<file path="src/rtl/sincos_share_ctrl_pkg.sv">
// Shared definitions for the Sin_Cos sharing controller: FSM encoding,
// float constants and helpers for sizing index fields.
package sincos_share_ctrl_pkg;

    typedef enum logic [1:0] {
        S_IDLE = 2'd0,
        S_WAIT = 2'd1,
        S_RESP = 2'd2,
        S_GAP  = 2'd3
    } state_t;

    localparam logic [31:0] FP_ZERO = 32'h0000_0000;
    localparam logic        ONE     = 1'b1;
    localparam logic        ZERO    = 1'b0;

    // Width of a requester index; at least one bit even for a single lane.
    function automatic int unsigned id_w(input int unsigned n);
        return (n <= 1) ? 1 : $clog2(n);
    endfunction

    // Width of a counter that must reach max_val.
    function automatic int unsigned cnt_w(input int unsigned max_val);
        return (max_val <= 1) ? 1 : $clog2(max_val + 1);
    endfunction

endpackage

</file>
<file path="src/rtl/sincos_share_ctrl_arb.sv">
// Round-robin arbiter: picks the first requesting lane after ptr (wrapping).
// Ports: req (request vector), ptr (last granted lane), grant (one-hot),
//        idx (binary index of grant), any (some lane requested).
module sincos_share_ctrl_arb
    import sincos_share_ctrl_pkg::*;
#(
    parameter int unsigned NUM_REQ = 4,
    parameter int unsigned ID_W    = id_w(NUM_REQ)
) (
    input  logic [NUM_REQ-1:0] req,
    input  logic [ID_W-1:0]    ptr,
    output logic [NUM_REQ-1:0] grant,
    output logic [ID_W-1:0]    idx,
    output logic               any
);

    // Scan lanes ptr+1 .. ptr+NUM_REQ, keep the first hit.
    always_comb begin
        grant = '0;
        idx   = '0;
        any   = ZERO;
        for (int unsigned i = 1; i <= NUM_REQ; i++) begin
            int unsigned j;
            j = (int'(ptr) + i) % NUM_REQ;
            if (!any && req[j]) begin
                any      = ONE;
                grant[j] = ONE;
                idx      = ID_W'(j);
            end
        end
    end

endmodule

</file>
<file path="src/rtl/sincos_share_ctrl.sv">
// Shares one Sin_Cos float unit between NUM_REQ requesters. One theta is
// accepted per transaction (round-robin), the unit is driven until its valid
// (after MIN_LAT ignored cycles) or until TIMEOUT, and sin/cos go back to the
// owning lane as a one-cycle pulse.
// Ports: i_req_valid/i_req_th (requests), o_req_ready (combinational accept),
//        o_rsp_valid/o_rsp_sin/o_rsp_cos/o_rsp_err (responses),
//        o_sc_ena/o_sc_th, i_sc_sin/i_sc_cos/i_sc_valid (Sin_Cos side),
//        o_busy (not idle).
module sincos_share_ctrl
    import sincos_share_ctrl_pkg::*;
#(
    parameter int unsigned NUM_REQ = 4,
    parameter int unsigned WL      = 32,
    parameter int unsigned MIN_LAT = 2,
    parameter int unsigned TIMEOUT = 64
) (
    input  logic                  i_clk,
    input  logic                  i_rst,
    input  logic [NUM_REQ-1:0]    i_req_valid,
    input  logic [NUM_REQ*WL-1:0] i_req_th,
    output logic [NUM_REQ-1:0]    o_req_ready,
    output logic [NUM_REQ-1:0]    o_rsp_valid,
    output logic [WL-1:0]         o_rsp_sin,
    output logic [WL-1:0]         o_rsp_cos,
    output logic                  o_rsp_err,
    output logic                  o_sc_ena,
    output logic [WL-1:0]         o_sc_th,
    input  logic [WL-1:0]         i_sc_sin,
    input  logic [WL-1:0]         i_sc_cos,
    input  logic                  i_sc_valid,
    output logic                  o_busy
);

    localparam int unsigned ID_W  = id_w(NUM_REQ);
    localparam int unsigned CNT_W = cnt_w(TIMEOUT);

    state_t               state, state_n;
    logic [ID_W-1:0]      ptr, ptr_n;
    logic [ID_W-1:0]      id_q, id_n;
    logic [CNT_W-1:0]     cnt, cnt_n;
    logic [WL-1:0]        th_n, sin_n, cos_n;
    logic                 err_n, ena_n, busy_n;
    logic [NUM_REQ-1:0]   rv_n;
    logic [NUM_REQ-1:0]   gnt;
    logic [ID_W-1:0]      gnt_idx;
    logic                 gnt_any;

    sincos_share_ctrl_arb #(
        .NUM_REQ (NUM_REQ),
        .ID_W    (ID_W)
    ) u_arb (
        .req   (i_req_valid),
        .ptr   (ptr),
        .grant (gnt),
        .idx   (gnt_idx),
        .any   (gnt_any)
    );

    // Accept is combinational in IDLE; suppressed while reset is held.
    assign o_req_ready = (state == S_IDLE && !i_rst) ? gnt : '0;

    // Next-state and next-output logic.
    always_comb begin
        state_n = state;
        ptr_n   = ptr;
        id_n    = id_q;
        cnt_n   = cnt;
        th_n    = o_sc_th;
        sin_n   = o_rsp_sin;
        cos_n   = o_rsp_cos;
        err_n   = o_rsp_err;
        ena_n   = ZERO;
        rv_n    = '0;
        busy_n  = ONE;

        unique case (state)
            S_IDLE: begin
                if (gnt_any) begin
                    ptr_n   = gnt_idx;
                    id_n    = gnt_idx;
                    th_n    = i_req_th[int'(gnt_idx)*WL +: WL];
                    cnt_n   = '0;
                    ena_n   = ONE;
                    state_n = S_WAIT;
                end
            end
            S_WAIT: begin
                ena_n = ONE;
                cnt_n = cnt + CNT_W'(1);
                // Valid in the first MIN_LAT cycles may be left over from the previous op.
                if (i_sc_valid && cnt >= CNT_W'(MIN_LAT)) begin
                    sin_n       = i_sc_sin;
                    cos_n       = i_sc_cos;
                    err_n       = ZERO;
                    ena_n       = ZERO;
                    rv_n[id_q]  = ONE;
                    state_n     = S_RESP;
                end else if (cnt == CNT_W'(TIMEOUT - 1)) begin
                    sin_n       = WL'(FP_ZERO);
                    cos_n       = WL'(FP_ZERO);
                    err_n       = ONE;
                    ena_n       = ZERO;
                    rv_n[id_q]  = ONE;
                    state_n     = S_RESP;
                end
            end
            S_RESP: begin
                state_n = S_GAP;
            end
            S_GAP: begin
                state_n = S_IDLE;
            end
            default: begin
                state_n = S_IDLE;
            end
        endcase

        busy_n = (state_n != S_IDLE);
    end

    // State and registered outputs.
    always_ff @(posedge i_clk or posedge i_rst) begin
        if (i_rst) begin
            state       <= S_IDLE;
            ptr         <= ID_W'(NUM_REQ - 1);
            id_q        <= '0;
            cnt         <= '0;
            o_sc_ena    <= ZERO;
            o_sc_th     <= '0;
            o_rsp_valid <= '0;
            o_rsp_sin   <= '0;
            o_rsp_cos   <= '0;
            o_rsp_err   <= ZERO;
            o_busy      <= ZERO;
        end else begin
            state       <= state_n;
            ptr         <= ptr_n;
            id_q        <= id_n;
            cnt         <= cnt_n;
            o_sc_ena    <= ena_n;
            o_sc_th     <= th_n;
            o_rsp_valid <= rv_n;
            o_rsp_sin   <= sin_n;
            o_rsp_cos   <= cos_n;
            o_rsp_err   <= err_n;
            o_busy      <= busy_n;
        end
    end

endmodule
</file>
<file path="config.mk">
export PLATFORM = sky130hd
export DESIGN_NAME = sincos_share_ctrl
export DESIGN_NICKNAME = d
export VERILOG_FILES = /design/src/rtl/sincos_share_ctrl_pkg.sv /design/src/rtl/sincos_share_ctrl_arb.sv /design/src/rtl/sincos_share_ctrl.sv
export SDC_FILE = /design/constraint.sdc
export NUM_CORES = 1
export LEC_CHECK = 0
export CORE_MARGIN = 1.5
export CORE_UTILIZATION = 30
export DETAILED_ROUTE_END_ITERATION = 10
export MAX_ROUTING_LAYER = met4
export SLEW_MARGIN = 20
export SYNTH_ARGS = -nofsm -noshare
export SYNTH_HDL_FRONTEND = slang
export SYNTH_SLANG_ARGS = --single-unit
</file>
<file path="constraint.sdc">
create_clock -name i_clk -period 5.6 [get_ports i_clk]
set_clock_uncertainty 0.15 [all_clocks]
set_input_delay 1.12 -clock i_clk [delete_from_list [all_inputs] [get_ports i_clk]]
set_output_delay 1.12 -clock i_clk [all_outputs]
set_load 0.02 [all_outputs]
</file>
==> results of run 1 <==
==> critical path, delay by kind of cell, from the launching register on <==
family	cells	cell delay [ns]
and+or+nand+nor	3	0.79
DFF	1	0.78
buffers and inverters	2	0.72
muxes	1	0.61
adders and majority gates	1	0.47
AOI/OAI and AO/OA	1	0.15
==> synthesized netlist by cell type, types with 8 or more instances <==
cell,n,area share
a22o_1,64,0.096
clkbuf_1,14,0.0090
buf_2,10,0.0086
mux2_4,15,0.039
buf_6,8,0.015
mux2_2,9,0.017
nand2_1,19,0.012
mux2i_1,42,0.072
nand3_1,8,0.0069
ha_1,10,0.021
dfrtp_1,114,0.49
o21ai_1,32,0.028
a22oi_1,27,0.035
nor2_1,27,0.017
==> layout make-up <==
| type | instances | area (µm²) |
|---|---|---|
| Clock buffer | 19 | 433 |
| Tap cell | 260 | 325 |
| Fill cell | 1666 | 9260 |
| Timing Repair Buffer | 312 | 3110 |
| Inverter | 5 | 22.5 |
| Multi-Input combinational cell | 326 | 2710 |
| Sequential cell | 116 | 2910 |
| Clock inverter | 12 | 134 |
==> cell families after synthesis <==
logic type | share of synthesized area
buf+inv | 0.0402
flops | 0.499
simple gates | 0.0670
mux | 0.148
xor+xnor | 0.00752
fa+ha+maj | 0.0215
compound gates | 0.217
==> worst max path at each step <==
stage / end / start / slack, ns / depth (start not counted)
finish: o_req_ready[1] / ptr[0] / 0.41 / 8
global route: o_req_ready[1] / ptr[0] / 0.24 / 8
CTS: o_req_ready[1] / ptr[0] / 0.43 / 8
detailed placement: o_req_ready[1] / i_req_valid[2] / 0.52 / 7
global placement: o_req_ready[1] / i_req_valid[2] / 0.65 / 7
floorplan: o_req_ready[0] / i_rst / 1.01 / 3
==> power breakdown <==
group | switching [W] | leakage [nW] | total [W] | internal, W
Combinational | 0.00181 | 2.38 | 0.00352 | 0.00171
Sequential | 0.000251 | 1.45 | 0.00149 | 0.00124
Clock | 0.000383 | 0.273 | 0.00104 | 0.000653
Total | 0.00244 | 4.10 | 0.00605 | 0.00361
==> registers in the layout, summed over array words and instances, names as in the netlist <==
name         cells
o_sc_th         32
id_q             2
ptr              2
o_rsp_sin       32
o_rsp_err        1
o_busy           1
cnt              7
state            2
o_rsp_valid      4
o_sc_ena         1
o_rsp_cos       32
==> through the flow <==
step | std cells | hold slack, ns | power (W) | instance area (µm²)
4_1_cts | 1050 | 0.350 | 0.00612 | 9630
3_3_place_gp | 1019 | 0.334 | 0.00497 | 9070
6_report | 1050 | 0.347 | 0.00605 | 9640
2_1_floorplan | 484 | 0.309 | 0.00382 | 5830
5_1_grt | 1050 | 0.358 | 0.00644 | 9640
3_5_place_dp | 1019 | 0.331 | 0.00505 | 9070
==> metal layers <==
metal / global-route usage / vias up
met3: 0.0532 / 16
met4: 0.0532 / 0
met5: - / -
met2: 0.327 / 237
li1: - / 2441
met1: 0.219 / 2485
==> flow_summary.toml, run 1 <==
[final_layout]
final_layout_size_suffix_gt1_frac = 0.110
synthToLayoutAreaGrowth_pct = 65.5
final_cell_mix = "305 x clkdlybuf4s50_1, 114 x dfrtp_1, 64 x a22o_1, 42 x mux2i_1, 32 x o21ai_1"
post-route-util = 0.510
num_antenna_cells = 0
layout_commonest_cell = "clkdlybuf4s50_1"
final_nets = 987

[sta]
final-max-slew-violation-count = 0
tightest_slew_ns = 0.848
setup_viol_count_final = 0
worst_slack_ns = 0.415
setup_tns_ns = 0
max_freq_ghz = 0.193
slew-limit-headroom = 0.434
rsz0062_at_grt = "no"
fin_crit_ns = 5.19
min_period_over_period = 0.926
hold_violations = 0

[global_route]
grt_pass1_wl_mm = 28.6
grt_use_total = 0.191
grt-ovfl-total = 0
antenna_found_initial = 0
grt_pass1_vias = 5225
grt_max_degree = 66

[route]
top_layer = "met4"
routed_wl_mm = 19.1
drc = 0
via_count = 5179
wirelength_met1_mm = 7.74
wl_met3_mm = 1.60
firstDrtPassIters = 4
drt-initial-drc-count = 150
wl_per_cell_um = 18.2
met2WireLength_mm = 9.56
viasPerCell = 4.93
antenna_left = 0

[clock_tree]
cts_tree = "yes"
cts_buffer_depth = 2
cts-root-buf = "clkbuf_16"
clk_pin_slew_worst_paths_ns = 0.06
cts_buffers = 17
clkLatencyLatePin_ns = 0.40
cts_setup_buffers = 0
cts.sinks = 116
postCtsHoldBufs = 0
ctsResizeCount = 0
htreeDepth = 4

[placement]
gp_congestion = 0.832
dp_hpwl_mm = 14.2
dp_slack_ns = 0.519
port_buffers = 305

[setup_path]
worstSetupPathType = "flip-flop to primary output"
critical-path-max-stage-delay_ns = 0.78
reg2reg_to = "o_sc_th[2]"
slowest_stage = "dfstp_2"
r2r-start = "ptr[0]"
worstPathMaxFanout = 19
reg2reg_depth = 9
end_kind = "primary output"
worstPathRequired_ns = 4.33
cp.arrival_ns = 3.92
crit_top_cell = "nor2_1"
critPathLaunchType = "flip-flop"
crit_chain = "inv_1 > ha_1 > mux4_2 > or3_1 > nor2_1 > a221oi_1 > nor2_1 > clkdlybuf4s50_1"
r2r_setup_slack_ns = 1.37

[synthesis]
ys_seq_elements = 116
synth_area_um2 = 5820
synth-main-ff-cell = "dfrtp_1"
ys_types = 57
synth_edf_count = 0
synth_nets = 693
netlist_instances = 484
yosys_warnings = 0
synth_area_per_cell_um2 = 12.0
async_reset_ff_frac = 1.00
ys_seq_area_frac = 0.499

[power]
p_per_area_nw_per_um2 = 627
peakVddDrop_mv = 0.224
p_leak_nw = 4.10

[status]
outcome = "complete, no violations"

[floorplanning]
initial_core_util = 0.308
fp-row-count = 50
io_pins = 306
dieArea_um2 = 20300
core_um2 = 18900
die_w_um = 142
die_y_um = 142

[worst_hold_path]
hold_path_depth = 1
min_to = "o_rsp_sin[10]"
hold_start = "o_rsp_sin[10]"
min_path_type = "flip-flop to flip-flop"

[job]
max_cap_viol_count = 0
No activity file was read; power rests on OpenSTA's default activity.
==> run 2: changes to the inputs <==
- CORE_ASPECT_RATIO: not set -> 1.4
==> flow_summary.toml, run 2 (synthesis gave the netlist of run 1 again) <==
[setup_path]
critPathBufInv = 2
worstSetupPathType = "flip-flop to primary output"
slowest_stage = "dfstp_2"
crit_top_cell = "nor2_1"
cp.arrival_ns = 3.89
critPathLaunchType = "flip-flop"
critical-path-max-stage-delay_ns = 0.79
end_kind = "primary output"
critPathTopFamily = "flip-flops"
worstPathRequired_ns = 4.33
worstPathMaxFanout = 19
crit_chain = "inv_1 > ha_1 > mux4_2 > or3_1 > nor2_1 > a221oi_1 > nor2_1 > clkdlybuf4s50_1"

[final_layout]
final_nets = 986
num_antenna_cells = 0
final_layout_size_suffix_gt1_frac = 0.113
synthToLayoutAreaGrowth_pct = 65.6
nFillCells = 1750
final_cell_mix = "305 x clkdlybuf4s50_1, 114 x dfrtp_1, 64 x a22o_1, 42 x mux2i_1, 32 x o21ai_1"
finish.instance_area_um2 = 9640
post-route-util = 0.504
layout.cells.non_filler = 1038
layout_commonest_cell = "clkdlybuf4s50_1"
reg.largest.list = "o_rsp_cos x32, o_rsp_sin x32, o_sc_th x32"

[sta]
holdWs_ns = 0.345
hold_violations = 0
setup_tns_ns = 0
fin_crit_ns = 5.16
tightest_slew_ns = 0.971
final-max-slew-violation-count = 0
max_freq_ghz = 0.194
rsz0062_at_grt = "no"
min_period_over_period = 0.921
slew-limit-headroom = 0.352
setup_viol_count_final = 0

[floorplanning]
die_y_um = 168
die_w_um = 121
dieArea_um2 = 20300
fp-row-count = 60
initial_core_util = 0.304
io_pins = 306
core_um2 = 19100

[clock_tree]
ctsResizeCount = 0
cts_tree = "yes"
postCtsHoldBufs = 0
cts.sinks = 116
clkLatencyLatePin_ns = 0.40
cts-root-buf = "clkbuf_16"
cts_buffer_depth = 2
clk_pin_slew_worst_paths_ns = 0.06
cts_buffers = 17
cts_setup_buffers = 0
htreeDepth = 4

[placement]
dp_cells = 1006
dpl_cell_area_um2 = 9070
port_buffers = 305
gp_congestion = 0.771
dp_hpwl_mm = 14.0

[route]
routed_wl_mm = 18.7
firstDrtPassIters = 4
drt-initial-drc-count = 208
via_count = 5175
drc = 0
antenna_left = 0
viasPerCell = 4.99
wl_per_cell_um = 18.0

[global_route]
grt_max_degree = 76
grt-ovfl-total = 0
grt_use_total = 0.188
antenna_found_initial = 0
grt_pass1_vias = 5448
grt_pass1_wl_mm = 28.8

[power]
p_per_area_nw_per_um2 = 629
peakVddDrop_mv = 0.280
p_leak_nw = 4.11

[worst_hold_path]
min_path_type = "flip-flop to flip-flop"

[status]
outcome = "complete, no violations"

[job]
max_cap_viol_count = 0
-- run 2: worst paths after layout --
path	start	to	slack [ns]	cells past startpoint
worst max-delay path	ptr[0]	o_req_ready[3]	0.44	8
worst min-delay path	o_sc_th[31]	o_sc_th[31]	0.35	2
worst max register to register	ptr[0]	o_sc_th[24]	1.53	9
worst min register to register	o_sc_th[31]	o_sc_th[31]	0.35	2
max in group asynchronous	i_rst	o_sc_th[12]	2.86	4
min in group asynchronous	i_rst	o_rsp_sin[19]	1.08	3
-- run 2: power breakdown --
group	internal (W)	total, W	switching, W
Clock	0.000633	0.00105	0.000416
Combinational	0.00172	0.00352	0.00180
Sequential	0.00124	0.00150	0.000255
Total	0.00360	0.00607	0.00247
-- run 2: stage by stage --
stage | setup WS [ns] | total power, W
after CTS | 0.448 | 0.00615
after global routing | 0.249 | 0.00646
after floorplan | 1.01 | 0.00382
after global placement | 0.655 | 0.00498
final | 0.443 | 0.00607
after detailed placement | 0.557 | 0.00507
-- run 2: worst reg2reg max path, cell delays in order, from the launching register on --
cell and delay (ns):
dfstp_2 0.79, inv_1 0.13, ha_1 0.47, mux4_2 0.61, o21ai_1 0.44, o2bb2ai_4 0.39
buf_12 0.32, mux2_2 0.39, a22oi_1 0.16, o21ai_1 0.10
-- run 2: cell type report --
cell class	count	area [µm²]	share of cell area
Sequential cell	116	2910	0.301
Inverter	5	22.5	0.00234
Clock buffer	18	439	0.0455
Tap cell	248	310	0.0322
Multi-Input combinational cell	326	2720	0.282
Clock inverter	14	138	0.0143
Timing Repair Buffer	311	3110	0.323
-- run 2: metal layers --
layer	vias up	global-route usage	share of wire
met1	2457	0.200	0.39
met4	0	0.0537	0.010
met3	14	0.0532	0.082
met2	264	0.337	0.52
li1	2440	-	-
met5	-	-	0
